$ cat config.mk
export PLATFORM = sky130hd
export DESIGN_NAME = addsub_issue_stage
export DESIGN_NICKNAME = d
export VERILOG_FILES = /design/src/rtl/addsub_issue_stage.sv
export SDC_FILE = /design/constraint.sdc
export NUM_CORES = 1
export LEC_CHECK = 0
export CAP_MARGIN = 20
export CELL_PAD_IN_SITES_DETAIL_PLACEMENT = 1
export CELL_PAD_IN_SITES_GLOBAL_PLACEMENT = 1
export CORE_AREA = 2 2 67 69
export DETAILED_ROUTE_END_ITERATION = 8
export DIE_AREA = 0 0 69 71
export PLACE_DENSITY_LB_ADDON = 0.1
export SLEW_MARGIN = 20
export SYNTH_ARGS = -nofsm -noshare
export SYNTH_HDL_FRONTEND = slang
export SYNTH_SLANG_ARGS = --single-unit
$ cat constraint.sdc
create_clock -name clk -period 4.3 [get_ports clk]
set_input_delay 0.43 -clock clk [delete_from_list [all_inputs] [get_ports clk]]
set_output_delay 0.43 -clock clk [all_outputs]
set_load 0.03 [all_outputs]
$ cat src/rtl/addsub_issue_stage.sv
// Issue/capture stage around a combinational adder/subtractor: registers one
// operation, drives it to the arithmetic unit, captures ANSWER plus local flags.
module addsub_issue_stage #(
    parameter int WIDTH = 6
) (
    input  logic             clk,
    input  logic             rst_n,
    input  logic             in_valid,
    output logic             in_ready,
    input  logic [WIDTH-1:0] in_a,
    input  logic [WIDTH-1:0] in_b,
    input  logic             in_sub,
    output logic [WIDTH-1:0] au_a,
    output logic [WIDTH-1:0] au_b,
    output logic             au_s,
    input  logic [WIDTH-1:0] au_answer,
    output logic             out_valid,
    input  logic             out_ready,
    output logic [WIDTH-1:0] out_result,
    output logic             out_carry,
    output logic             out_overflow,
    output logic             out_zero,
    output logic             out_mismatch
);

    localparam logic [1:0] ST_IDLE = 2'd0;
    localparam logic [1:0] ST_EVAL = 2'd1;
    localparam logic [1:0] ST_HOLD = 2'd2;

    logic [1:0]       state_r;
    logic             in_ready_r;
    logic             out_valid_r;
    logic [WIDTH-1:0] a_r;
    logic [WIDTH-1:0] b_r;
    logic             s_r;
    logic [WIDTH-1:0] result_r;
    logic             carry_r;
    logic             overflow_r;
    logic             zero_r;
    logic             mismatch_r;

    logic [WIDTH-1:0] b_eff_s;
    logic [WIDTH:0]   sum_s;
    logic             overflow_s;

    // Signed overflow: operands of matching effective sign producing a result of the other sign.
    function automatic logic calc_overflow(input logic sub, input logic a_msb,
                                           input logic b_msb, input logic r_msb);
        logic same_sign;
        same_sign = sub ? (a_msb != b_msb) : (a_msb == b_msb);
        return same_sign & (r_msb != a_msb);
    endfunction

    // Independent reference sum; subtraction is a + ~b + 1 so the carry reads as "no borrow".
    always_comb begin
        b_eff_s    = {WIDTH{1'b0}};
        sum_s      = {(WIDTH+1){1'b0}};
        overflow_s = 1'b0;
        if (s_r) begin
            b_eff_s = ~b_r;
        end else begin
            b_eff_s = b_r;
        end
        sum_s      = {1'b0, a_r} + {1'b0, b_eff_s} + {{WIDTH{1'b0}}, s_r};
        overflow_s = calc_overflow(s_r, a_r[WIDTH-1], b_r[WIDTH-1], sum_s[WIDTH-1]);
    end

    // Control FSM plus operand and result registers.
    always_ff @(posedge clk) begin
        if (!rst_n) begin
            state_r     <= ST_IDLE;
            in_ready_r  <= 1'b1;
            out_valid_r <= 1'b0;
            a_r         <= {WIDTH{1'b0}};
            b_r         <= {WIDTH{1'b0}};
            s_r         <= 1'b0;
            result_r    <= {WIDTH{1'b0}};
            carry_r     <= 1'b0;
            overflow_r  <= 1'b0;
            zero_r      <= 1'b0;
            mismatch_r  <= 1'b0;
        end else begin
            case (state_r)
                ST_IDLE: begin
                    if (in_valid) begin
                        a_r        <= in_a;
                        b_r        <= in_b;
                        s_r        <= in_sub;
                        in_ready_r <= 1'b0;
                        state_r    <= ST_EVAL;
                    end
                end
                ST_EVAL: begin
                    result_r    <= au_answer;
                    carry_r     <= sum_s[WIDTH];
                    overflow_r  <= overflow_s;
                    zero_r      <= (au_answer == {WIDTH{1'b0}});
                    mismatch_r  <= (au_answer != sum_s[WIDTH-1:0]);
                    out_valid_r <= 1'b1;
                    state_r     <= ST_HOLD;
                end
                ST_HOLD: begin
                    if (out_ready) begin
                        out_valid_r <= 1'b0;
                        in_ready_r  <= 1'b1;
                        state_r     <= ST_IDLE;
                    end
                end
                default: begin
                    out_valid_r <= 1'b0;
                    in_ready_r  <= 1'b1;
                    state_r     <= ST_IDLE;
                end
            endcase
        end
    end

    assign in_ready     = in_ready_r;
    assign out_valid    = out_valid_r;
    assign au_a         = a_r;
    assign au_b         = b_r;
    assign au_s         = s_r;
    assign out_result   = result_r;
    assign out_carry    = carry_r;
    assign out_overflow = overflow_r;
    assign out_zero     = zero_r;
    assign out_mismatch = mismatch_r;

endmodule
# Yosys cells after proc, flatten, opt, wreduce, memory -nomap -nowiden
# Index checks and enable logic that the tools add are counted.
[totals] ff_bits=27 out_inout_bits=25
[classes] add_sub_neg=2 n_eq_ne=8 bitwise_logic=4 mux=10 reduce_logical=6
[ops] operator="6-bit by 6-bit adder with 7-bit output" count=1
[ops] operator="7-bit by 1-bit adder with 7-bit output" count=1
[ops] operator="6-bit zero test" count=1
[ops] operator="6-bit two-way mux" count=1
[ops] operator="6-bit != test" count=1
[ops] operator="6-bit NOT" count=1
[ops] operator="1-bit one-hot mux with 3 select lines" count=2
[ops] operator="2-bit one-hot mux with 3 select lines" count=1
[ops] operator="2-bit AND reduction" count=3
[ops] operator="1-bit two-way mux" count=4
[ops] operator="2-bit two-way mux" count=2
[ops] operator="2-bit != test, second input constant" count=2
[ops] operator="3-bit AND reduction" count=1
[ops] operator="2-bit by 1-bit equality test with 1-bit output, second input constant" count=1
[ops] operator="2-bit equality test, second input constant" count=1
[ops] operator="2-bit zero test" count=1
[ops] operator="1-bit != test" count=2
[ops] operator="1-bit NOT" count=2
[ops] operator="1-bit bitwise AND" count=1
[ops] operator="1-bit equality test" count=1

# Depth between registers and ports, before layout
[depth] depth_word=6 depth_mapped=9 depth_no_buf=8

# Least setup slack after synthesis
# OpenSTA, ideal clock, no wires.
[synth_timing] path_type="reg-to-reg" startpoint="register s_r, in the netlist au_s" endpoint="register overflow_r, in the netlist out_overflow" n_path_buf=1 path_slack_ns=2.132 t_arrival_ns=2.094 setup_ns=0.074 stages_incl_launch_ff=9 t_required_ns=4.226 cell_sequence="dfxtp_1 > buf_6 > xor2_1 > ha_1 > a21oi_1 > a2bb2oi_1 > o211ai_2 > or3_1 > a31oi_1"
[synth_between] elab_chain_len=5 word_cells_on_any_way=6 cone_classes="add/sub: 2; eq/ne: 1; mux: 2; bitwise: 1"
[synth_lines] item="from (decl)" line="35" source="logic s_r;"
[synth_lines] item="from (signal assigned)" line="88" source="s_r <= in_sub;"
[synth_lines] item="6-bit two-way mux" line="59" source="if (s_r) begin"
[synth_lines] item="6-bit by 6-bit adder with 7-bit output" line="64" source="sum_s = {1'b0, a_r} + {1'b0, b_eff_s} + {{WIDTH{1'b0}}, s_r};"
[synth_lines] item="7-bit by 1-bit adder with 7-bit output" line="64"
[synth_lines] item="1-bit != test" line="51" source="return same_sign & (r_msb != a_msb);"
[synth_lines] item="1-bit bitwise AND *" line="51"
[synth_lines] item="to (signal assigned)" line="96" source="overflow_r <= overflow_s;"
[synth_lines] item="to (decl)" line="38" source="logic overflow_r;"
# Every way passes the cells marked *; elsewhere a longest branch is shown, timed or not.
# A chain may end at the register's enable or synchronous reset.

# Worst setup path in the final report
# Same ends and word-level chain as after synthesis.

==> impl_metrics.tcl <==
set metrics [dict create \
    layout_min_cycle_time_ns 2.256 \
    cap_violations 0 \
    final_antenna_net_count 0 \
    synthesis.nets 190 \
    synth_area_leader_cell "dfxtp_1" \
    drive_above_1_share_pct 2.927 \
    tightest_slew_ns 0.8421 \
    clock_sinks 27 \
    synth_seq_cells 27 \
    fin_crit_sh_pct 52.46 \
    cts_hold_buf 0 \
    wl_mm 3.531 \
    nets 235 \
    cts_buffers 3 \
    endpoint_kind "flip-flop" \
    diodes 0 \
    detailed_place_hpwl_mm 2.758 \
    setup_viol 0 \
    die_w_microns 69 \
    place_ws_ns 2.058 \
    clk_pin_slew_ns 0.10 \
    yosysTopAreaCellShare_pct 39.89 \
    pwr_density_cell_nw_per_um2 316.6 \
    synth_common_cells "nand2_1, dfxtp_1, a21boi_0" \
    place.gp.congestion 0.8205 \
    clock_path_buffers 2 \
    die_h_microns 71 \
    skew_ns 0.005498 \
    critical_path_required_ns 4.51 \
    vdd_drop_max_mv 0.1340 \
    grt_pass1_wl_mm 5.754 \
    antenna_found_initial 0 \
    status "finished clean" \
    cts_resized 0 \
    grt_max_degree 28 \
    max_freq_mhz 443.3 \
    synth_top_flop_cell "dfxtp_1" \
    syn_to_final_growth_pct 40.35 \
    crit_arrival_ns 2.46 \
    grt_pass1_vias 1275 \
    synthArstFlopShare_pct 0 \
    grt_overflow 0 \
    synth-edff-count 0 \
    yosysWarnings 0 \
    numPortBuffers 47 \
    ios 48 \
    vias 1265 \
    hp-class "flip-flop to flip-flop" \
    syn_area_sq_um 1355 \
    finalWorstSetupSlack_ns 2.044 \
    drv_slew 0 \
    dr.pass1.iters 4 \
    cp_max_fo 8 \
    synth_most_common_cell "nand2_1" \
    routedWlPerCell_microns 13.74 \
    power.leakage_nw 0.7177 \
    relSlewSlack_pct 43.74 \
    synth_area_per_cell_sq_um 8.416 \
    rsz0062_at_grt "no" \
    row_count 24 \
    synth_cells 161 \
    drt_iter0_drc 24 \
    grt_usage_pct 14.32 \
    critical_path_class "flip-flop to flip-flop" \
    fin_tns_setup_ns 0 \
    seq_area_frac_synth_pct 39.89 \
    cts_setup_buffers 0 \
    worstSetupStartpointType "flip-flop" \
    core_sq_um 4204 \
    start_util_pct 32.23 \
    clk_latency_ns 0.27 \
    ys_types 31 \
    die-area_sq_um 4899 \
    cts_tree "done" \
    cts_root_buf "clkbuf_8" \
    drc 0 \
    via_per_inst 4.922 \
    hold_viol_final 0 \
    synthTopCellsByArea "dfxtp_1, nand2_1, a21boi_0" \
    h-tree-depth 1 \
]
worst paths after layout:
kind | startpoint | end | slack [ns] | cells after the start
setup / recovery | au_s | out_overflow | 2.04 | 7
hold reg to reg | out_result[0] | out_result[0] | 0.48 | 2
hold / removal | out_result[0] | out_result[0] | 0.48 | 2
setup reg to reg | au_s | out_overflow | 2.04 | 7
placed cells by master, fill, tap and decap left out, drive strengths merged, types with 2 or more instances in the layout:
cell           Yosys  layout
inv                2       2
ha                 5       5
nand2             42      42
a21boi            19      19
nor2               5       5
xnor2              7       7
nand2b             2       2
nor2b              4       4
xor2               8       8
clkbuf             6       4
a21oi              7       7
dfxtp             27      27
nand3              2       2
clkdlybuf4s50      0      47
o21ai              6       6
a21o               2       2
nand4              2       2
cells by family (layout without fill, tap and decap cells):
logic type               after synthesis  in the layout  share of synthesized area, %
AO/OA/AOI/OAI                         38             38                         18.93
XOR/XNOR                              15             15                         9.696
buffers and inverters                  9             53                         3.047
multiplexers                           1              1                         1.015
AND/OR/NAND/NOR                       65             65                         21.33
flip-flops                            27             27                         39.89
adder cells (fa/ha/maj)                6              6                         6.094
metrics by stage:
step	area [sq um]	power (mW)	instances	util, %	hold slack, ns
final	1902	0.6021	257	45.24	0.4808
after global routing	1902	0.6371	257	45.24	0.5150
after CTS	1902	0.6127	257	45.24	0.4866
after detailed placement	1857	0.4631	253	44.17	0.4701
after global placement	1857	0.4577	253	44.17	0.4574
after floorplan	1355	0.3929	161	-	0.5209
critical path, cell delays in order (launching register included):
cell and delay [ns]:
dfxtp_1 0.54, xor2_1 0.20, ha_1 0.31, a21oi_1 0.27
a2bb2oi_1 0.24, o211ai_2 0.14, or3_1 0.32, a31oi_1 0.16
final cells by class:
cell class,instances,area (sq um)
inverter,2,7.507
fill,504,2302
clock buffer,4,45.04
timing repair buffer,47,470.5
tap,52,65.06
sequential,27,540.5
multi-input combinational,125,773.2
power breakdown:
part | leakage [nW] | total [mW] | internal, mW | switching, mW
Combinational | 0.474 | 0.175 | 0.0823 | 0.0923
Clock | 0.0228 | 0.148 | 0.0665 | 0.0812
Sequential | 0.221 | 0.280 | 0.265 | 0.0144
Total | 0.718 | 0.602 | 0.414 | 0.188
metal layers:
metal	vias up	part of all wire (%)	global-route usage [%]
met5	-	0	0
met4	0	0.76	3.922
met3	4	3.3	2.137
met2	31	49	25.11
met1	600	47	18.39
li1	630	-	-
state kept, by name, indices dropped and copies added (netlist names):
signal,flops
out_overflow,1
au_s,1
out_zero,1
au_a,6
out_valid,1
out_result,6
out_carry,1
out_mismatch,1
state_r,2
in_ready,1
au_b,6
Note: power is estimated with default switching activity, not from simulation.
